--- src/rtl/cfr_pkg.sv ---
// Shared types and helpers for the peak-CFR detection stage.
//   IQ_WIDTH / MAG_WIDTH : sample and magnitude widths
//   iq_t                 : signed I/Q sample
//   mag_t                : unsigned magnitude / threshold
//   abs_iq()             : absolute value of a sample as an unsigned IQ_WIDTH
//                          value; the most negative input maps to 2**(IQ_WIDTH-1)
package cfr_pkg;

    localparam int IQ_WIDTH  = 16;
    localparam int MAG_WIDTH = 17;

    typedef logic signed [IQ_WIDTH-1:0] iq_t;
    typedef logic [MAG_WIDTH-1:0]       mag_t;
    typedef logic [IQ_WIDTH-1:0]        abs_t;

    // Two's-complement negate in IQ_WIDTH bits. For the most negative value the
    // bit pattern is unchanged, which read as unsigned is exactly its magnitude.
    function automatic abs_t abs_iq(input iq_t x);
        abs_t r;
        if (x[IQ_WIDTH-1])
            r = abs_t'(~x) + abs_t'(1);
        else
            r = abs_t'(x);
        return r;
    endfunction

endpackage

--- src/rtl/cfr_mag_approx.sv ---
// Two-stage magnitude approximation: mag = max(|I|,|Q|) + min(|I|,|Q|)/2.
//   clk, rst_n      : clock, asynchronous active-low reset
//   valid           : input sample valid
//   data_i, data_q  : signed input sample
//   mag_valid       : valid delayed by 2
//   mag             : magnitude, 2 cycles after the input; 0 for invalid samples
module cfr_mag_approx
    import cfr_pkg::*;
(
    input  logic                 clk,
    input  logic                 rst_n,
    input  logic                 valid,
    input  logic [IQ_WIDTH-1:0]  data_i,
    input  logic [IQ_WIDTH-1:0]  data_q,
    output logic                 mag_valid,
    output logic [MAG_WIDTH-1:0] mag
);

    abs_t abs_i;
    abs_t abs_q;
    logic abs_valid;
    abs_t hi;
    abs_t lo;
    mag_t mag_next;

    // Stage 1: absolute values.
    always_ff @(posedge clk or negedge rst_n) begin
        if (!rst_n) begin
            abs_i     <= '0;
            abs_q     <= '0;
            abs_valid <= 1'b0;
        end else begin
            abs_i     <= abs_iq(iq_t'(data_i));
            abs_q     <= abs_iq(iq_t'(data_q));
            abs_valid <= valid;
        end
    end

    // Stage 2: max + min/2. Invalid samples are forced to zero magnitude so
    // they can never win the peak comparison downstream.
    always_comb begin
        hi       = (abs_i >= abs_q) ? abs_i : abs_q;
        lo       = (abs_i >= abs_q) ? abs_q : abs_i;
        mag_next = '0;
        if (abs_valid)
            mag_next = mag_t'(hi) + mag_t'(lo >> 1);
    end

    always_ff @(posedge clk or negedge rst_n) begin
        if (!rst_n) begin
            mag       <= '0;
            mag_valid <= 1'b0;
        end else begin
            mag       <= mag_next;
            mag_valid <= abs_valid;
        end
    end

endmodule

--- src/rtl/cfr_peak_detect.sv ---
// Peak-CFR detection stage. Computes an approximate magnitude per sample,
// flags local maxima above the detect threshold with minimum peak spacing,
// and forwards the I/Q stream with a fixed 4-cycle latency.
//   clk, rst_n                       : clock, asynchronous active-low reset
//   ctrl_pc_cfr_enable               : detection enable (quasi-static)
//   ctrl_pc_cfr_detect_threshold     : peak must strictly exceed this
//   ctrl_pc_cfr_clipping_threshold   : reference for the excess amplitude
//   s_valid, s_data_i, s_data_q      : input stream, no backpressure
//   m_valid, m_data_i, m_data_q      : input stream delayed 4 cycles
//   m_peak, m_peak_mag, m_peak_excess: peak flag and its magnitude / excess
//   stat_clear, stat_peak_count      : saturating count of reported peaks
// Stream handshake: a sample transfers on every cycle with valid=1; there is
// no ready, the pipeline advances unconditionally every clock.
module cfr_peak_detect
    import cfr_pkg::*;
#(
    parameter int MIN_SPACING = 8,
    parameter int CNT_WIDTH   = 32
)(
    input  logic                 clk,
    input  logic                 rst_n,
    input  logic                 ctrl_pc_cfr_enable,
    input  logic [MAG_WIDTH-1:0] ctrl_pc_cfr_detect_threshold,
    input  logic [MAG_WIDTH-1:0] ctrl_pc_cfr_clipping_threshold,
    input  logic                 s_valid,
    input  logic [IQ_WIDTH-1:0]  s_data_i,
    input  logic [IQ_WIDTH-1:0]  s_data_q,
    output logic                 m_valid,
    output logic [IQ_WIDTH-1:0]  m_data_i,
    output logic [IQ_WIDTH-1:0]  m_data_q,
    output logic                 m_peak,
    output logic [MAG_WIDTH-1:0] m_peak_mag,
    output logic [MAG_WIDTH-1:0] m_peak_excess,
    input  logic                 stat_clear,
    output logic [CNT_WIDTH-1:0] stat_peak_count
);

    localparam int BLANK_LOAD = (MIN_SPACING > 1) ? MIN_SPACING - 1 : 0;
    localparam int BLANK_W    = (MIN_SPACING > 2) ? $clog2(MIN_SPACING) : 1;

    // Data/valid delay line for the first three cycles; the output registers
    // form the fourth.
    logic [2:0]          v_pipe;
    logic [IQ_WIDTH-1:0] i_pipe [3];
    logic [IQ_WIDTH-1:0] q_pipe [3];

    // Magnitude window: m0 newest, m1 center, m2 oldest.
    mag_t m0;
    logic m0_valid;
    mag_t m1;
    logic m1_valid;
    mag_t m2;

    logic [BLANK_W-1:0]   blank;
    logic                 peak_next;
    logic [MAG_WIDTH:0]   diff;
    mag_t                 excess_next;

    cfr_mag_approx u_mag (
        .clk       (clk),
        .rst_n     (rst_n),
        .valid     (s_valid),
        .data_i    (s_data_i),
        .data_q    (s_data_q),
        .mag_valid (m0_valid),
        .mag       (m0)
    );

    always_ff @(posedge clk or negedge rst_n) begin
        if (!rst_n) begin
            v_pipe <= '0;
            for (int k = 0; k < 3; k++) begin
                i_pipe[k] <= '0;
                q_pipe[k] <= '0;
            end
        end else begin
            v_pipe    <= {v_pipe[1:0], s_valid};
            i_pipe[0] <= s_data_i;
            q_pipe[0] <= s_data_q;
            for (int k = 1; k < 3; k++) begin
                i_pipe[k] <= i_pipe[k-1];
                q_pipe[k] <= q_pipe[k-1];
            end
        end
    end

    always_ff @(posedge clk or negedge rst_n) begin
        if (!rst_n) begin
            m1       <= '0;
            m1_valid <= 1'b0;
            m2       <= '0;
        end else begin
            m1       <= m0;
            m1_valid <= m0_valid;
            m2       <= m1;
        end
    end

    // Peak decision on the center tap. Strict '>' against the older neighbour
    // and '>=' against the newer one makes the first sample of a plateau win.
    always_comb begin
        peak_next = ctrl_pc_cfr_enable
                 && m1_valid
                 && (m1 > ctrl_pc_cfr_detect_threshold)
                 && (m1 > m2)
                 && (m1 >= m0)
                 && (blank == '0);
        diff        = {1'b0, m1} - {1'b0, ctrl_pc_cfr_clipping_threshold};
        excess_next = diff[MAG_WIDTH] ? '0 : diff[MAG_WIDTH-1:0];
    end

    // Blank counter: loads on a peak, then counts down every cycle whether or
    // not samples are valid. Disabling detection releases it immediately.
    always_ff @(posedge clk or negedge rst_n) begin
        if (!rst_n)
            blank <= '0;
        else if (!ctrl_pc_cfr_enable)
            blank <= '0;
        else if (peak_next)
            blank <= BLANK_W'(BLANK_LOAD);
        else if (blank != '0)
            blank <= blank - 1'b1;
    end

    always_ff @(posedge clk or negedge rst_n) begin
        if (!rst_n) begin
            m_valid       <= 1'b0;
            m_data_i      <= '0;
            m_data_q      <= '0;
            m_peak        <= 1'b0;
            m_peak_mag    <= '0;
            m_peak_excess <= '0;
        end else begin
            m_valid       <= v_pipe[2];
            m_data_i      <= i_pipe[2];
            m_data_q      <= q_pipe[2];
            m_peak        <= peak_next;
            m_peak_mag    <= peak_next ? m1 : '0;
            m_peak_excess <= peak_next ? excess_next : '0;
        end
    end

    // Counts the peak currently on m_peak; a clear in that same cycle wins.
    always_ff @(posedge clk or negedge rst_n) begin
        if (!rst_n)
            stat_peak_count <= '0;
        else if (stat_clear)
            stat_peak_count <= '0;
        else if (m_peak && (stat_peak_count != {CNT_WIDTH{1'b1}}))
            stat_peak_count <= stat_peak_count + 1'b1;
    end

endmodule

--- config.mk ---
export PLATFORM = sky130hd
export DESIGN_NAME = cfr_peak_detect
export DESIGN_NICKNAME = d
export VERILOG_FILES = /design/src/rtl/cfr_pkg.sv /design/src/rtl/cfr_mag_approx.sv /design/src/rtl/cfr_peak_detect.sv
export SDC_FILE = /design/constraint.sdc
export NUM_CORES = 1
export LEC_CHECK = 0
export BUFFER_PORTS_ARGS = -buffer_cell sky130_fd_sc_hd__buf_2
export CORE_UTILIZATION = 50
export CTS_BUF_LIST = sky130_fd_sc_hd__clkbuf_4 sky130_fd_sc_hd__clkbuf_8
export CTS_CLUSTER_DIAMETER = 100
export DETAILED_ROUTE_END_ITERATION = 7
export PLACE_DENSITY = 0.76
export SYNTH_ARGS = -nofsm -noshare
export SYNTH_HDL_FRONTEND = slang
export SYNTH_HIERARCHICAL = 1
export SYNTH_SLANG_ARGS = --single-unit
--- constraint.sdc ---
create_clock -name clk -period 4.3 [get_ports clk]
set_clock_uncertainty 0.05 [all_clocks]
set_input_delay 0.86 -clock clk [delete_from_list [all_inputs] [get_ports clk]]
set_output_delay 0.86 -clock clk [all_outputs]
set_load 0.01 [all_outputs]
==> summary.txt <==
Routing
  • TritonRoute pass-1 iters: 5
  • Post-Route WL: 25.4 mm
  • 1st-iter DRT viols: between 400 and 500
  • Routed vias/inst: 5.21
  • DR WL/cell: 15.3 microns
  • Post-route DRC: 0
  • Total number of vias: 8667
  • Antenna-violating nets left: 0

Floorplanning
  • Row count: 57
  • Die height: 161 microns
  • Die X: between 150 and 200 microns
  • Die area: 26000 sq um
  • Initial Util: 0.514
  • Core Area: 24600 sq um
  • # IOs: about 170

Worst setup path
  • Critical path depth: 15
  • Critical path peak fanout: 7
  • CP Capture Type: register
  • Setup CP Type: reg -> reg
  • Worst Path Buf+Inv: 1
  • Crit-path slowest cell: a2111o_1
  • Arrival time worst endpoint: 4.50 ns
  • Critical Path Max Stage Delay: roughly 0.45 ns
  • WP data required: around 4.7 ns
  • Reg-to-Reg Start: u_mag/abs_i[0]
  • CP Cell Sequence: inv_1 > ha_1 > nand2b_1 > a2111o_1 > a311oi_4 > nand2_4 > mux2_4 > ha_1 > fa_1 > a21oi_2 > o21ai_0 > a21o_1 > a211o_1 > a21oi_1 > mux2i_1
  • R2R Path End: u_mag/mag[12]
  • R2r worst-path depth: 15
  • Critical Path Start Type: register
  • Flop-to-flop setup slack: 0.22 ns
  • Worst path most repeated cell: ha_1
  • CP top delay family: compound AO/OA/AOI/OAI gates

Placed design
  • RePlAce Congestion: between 0.9 and 1
  • Detail Placement HPWL: between 15 and 20 mm
  • I/O Buffers: 170
  • Placed cell areas: between 10000 and 15000 sq um

Logic synthesis
  • Yosys top cell by area: dfrtp_1
  • Number of synthesized flops with an enable pin: 0
  • Dominant cells by area after synthesis: dfrtp_1, ha_1, inv_1
  • Share of the synthesized area in the top cell type: 0.569
  • Yosys Warn Count: 6
  • Post-Synthesis Cells: approximately 1100
  • FFs w/ async S/R, synth: 1.00
  • Cell variety after synth: slightly below 60
  • Mapped Avg Cell Area: roughly 11 sq um
  • Prevailing post-synth register cell: dfrtp_1
  • Synth Net Count: ~1300
  • Register area share after synthesis: 0.569
  • Cell area after synthesis: roughly 13000 sq um
  • Flops & latches, synth: roughly 290

Clocking
  • Max Root-Sink Buffers: 3
  • Num CTS Buffers: 45
  • Worst-skew pair later-pin latency: roughly 0.57 ns
  • Clock sinks: roughly 290
  • Clk slew on worst S/H paths: 0.06 ns
  • Root Buffer: clkbuf_8
  • CTS tree: built
  • H-tree depth: 2
  • Hold-fix buffer count after cts: 0

Cells and area
  • Seq. cell area: around 7200 sq um
  • Layout net count: roughly 1500
  • Layout area overhead: 17.6%
  • N_diodes: 0
  • Fill count: a little under 2000
  • Most frequent cells in the layout: dfrtp_1, buf_2, inv_1, ha_1, nor2_1
  • Design area: 14900 sq um
  • Area of the multi-input gates: between 4000 and 5000 sq um
  • Layout cell share with drive strength beyond 1: 0.215
  • Commonest non-fill, non-tap cell in the layout: dfrtp_1

Global routing
  • First-pass GRT wire length: 41.8 mm
  • Total global routing overflow: 0
  • Number of global-route vias before repair: approximately 8700
  • Tot GR Track Use: 0.200
  • Initial antenna violation count: 0
  • Pin count of the biggest net entering global routing: between 80 and 90

STA
  • Final Hold Vio Count: 0
  • F_max: between 200 and 250 MHz
  • Final Slew Violations: 0
  • Tmin final: roughly 4.1 ns
  • Relative slew margins: 0.471
  • Final hold slack: between 0.2 and 0.25 ns
  • Tightest Pin Transition: 0.786 ns
  • RSZ-0062 raised after global routing: yes
  • Tcrit/Tclk final: 0.949
  • Final setup violation count: 0

Flow run
  • Max Cap Viol: 0

Min path
  • Worst Hold Class: in -> async

Outcome
  • Run status: finished clean

Power and ir drop
  • Pwr dens: 528 nW/um^2
  • LEAKAGE: ~7.5 nW
  • VDD IR max: approximately 0.00028 V
[how the worst max path moves through the flow]
stage,from,end,slack [ns]
floorplan,u_mag/abs_i[0],u_mag/mag[12],0.39
global placement,u_mag/abs_i[0],u_mag/mag[16],0.33
detailed placement,u_mag/abs_i[0],u_mag/mag[12],0.19
CTS,u_mag/abs_i[0],u_mag/mag[12],0.17
global route,u_mag/abs_i[0],u_mag/mag[12],-0.01
finish,u_mag/abs_i[0],u_mag/mag[12],0.22
[timing repair]
item | in CTS | in global routing
setup endpoints to repair | 0 | 7
resized for setup | 0 | 6
setup buffers | 0 | 0
[state kept, by name (all words and copies together) (netlist names)]
| name | flops |
|---|---|
| blank | 3 |
| i_pipe | 48 |
| m1 | 17 |
| m1_valid | 1 |
| m2 | 17 |
| m_data_i | 16 |
| m_data_q | 16 |
| m_peak | 1 |
| m_peak_excess | 17 |
| m_peak_mag | 17 |
| m_valid | 1 |
| q_pipe | 48 |
| stat_peak_count | 32 |
| u_mag/abs_i | 16 |
| u_mag/abs_q | 16 |
| u_mag/abs_valid | 1 |
| u_mag/mag | 17 |
| u_mag/mag_valid | 1 |
| v_pipe | 3 |
[where the power goes]
part           internal (mW)  total (mW)  switching, mW
Sequential              2.99        3.23          0.234
Combinational          0.981        2.26           1.28
Clock                   1.35        2.37           1.02
Total                   5.33        7.86           2.53
[layout make-up]
class,count,share of cell area
Sequential cell,288,0.484
Multi-Input combinational cell,688,0.336
Timing Repair Buffer,177,0.0622
Clock buffer,66,0.0551
Tap cell,324,0.0272
Inverter,107,0.0270
Clock inverter,14,0.00874
[synth_stat cells (19+ instances only)]
library cell and number:
ha_1 104, a21oi_1 54, xnor2_1 40, o21ai_0 48, nand4_1 22, and2_1 23, nand2_1 62, nor2_1 80
nand3_1 25, a21o_1 19, inv_1 107, xor2_1 27, dfrtp_1 288
[routing by layer]
layer	GRT usage	wire (microns)
met5	0	0
met4	0.0879	833
met3	0.0344	1280
met2	0.330	11900
met1	0.261	11400
[metrics by stage]
step | setup WS (ns) | TNS (ns) | util | cells | power [mW]
floorplan | 0.388 | 0 | - | 1101 | 4.85
global placement | 0.326 | 0 | 0.565 | 1584 | 5.38
detailed placement | 0.190 | 0 | 0.565 | 1584 | 5.49
CTS | 0.174 | 0 | 0.604 | 1664 | 7.91
global route | -0.0120 | -0.0211 | 0.605 | 1664 | 8.39
finish | 0.221 | 0 | 0.605 | 1664 | 7.86
[cell families after synthesis]
logic type               count (synthesis)  synth area share
flip-flops                             288             0.569
XOR/XNOR                                67            0.0464
buffers and inverters                  125            0.0389
AO/OA/AOI/OAI                          189            0.0966
adder cells (fa/ha/maj)                106             0.106
multiplexers                            19            0.0203
AND/OR/NAND/NOR                        307             0.123
Note: power is estimated with default switching activity, not from simulation.
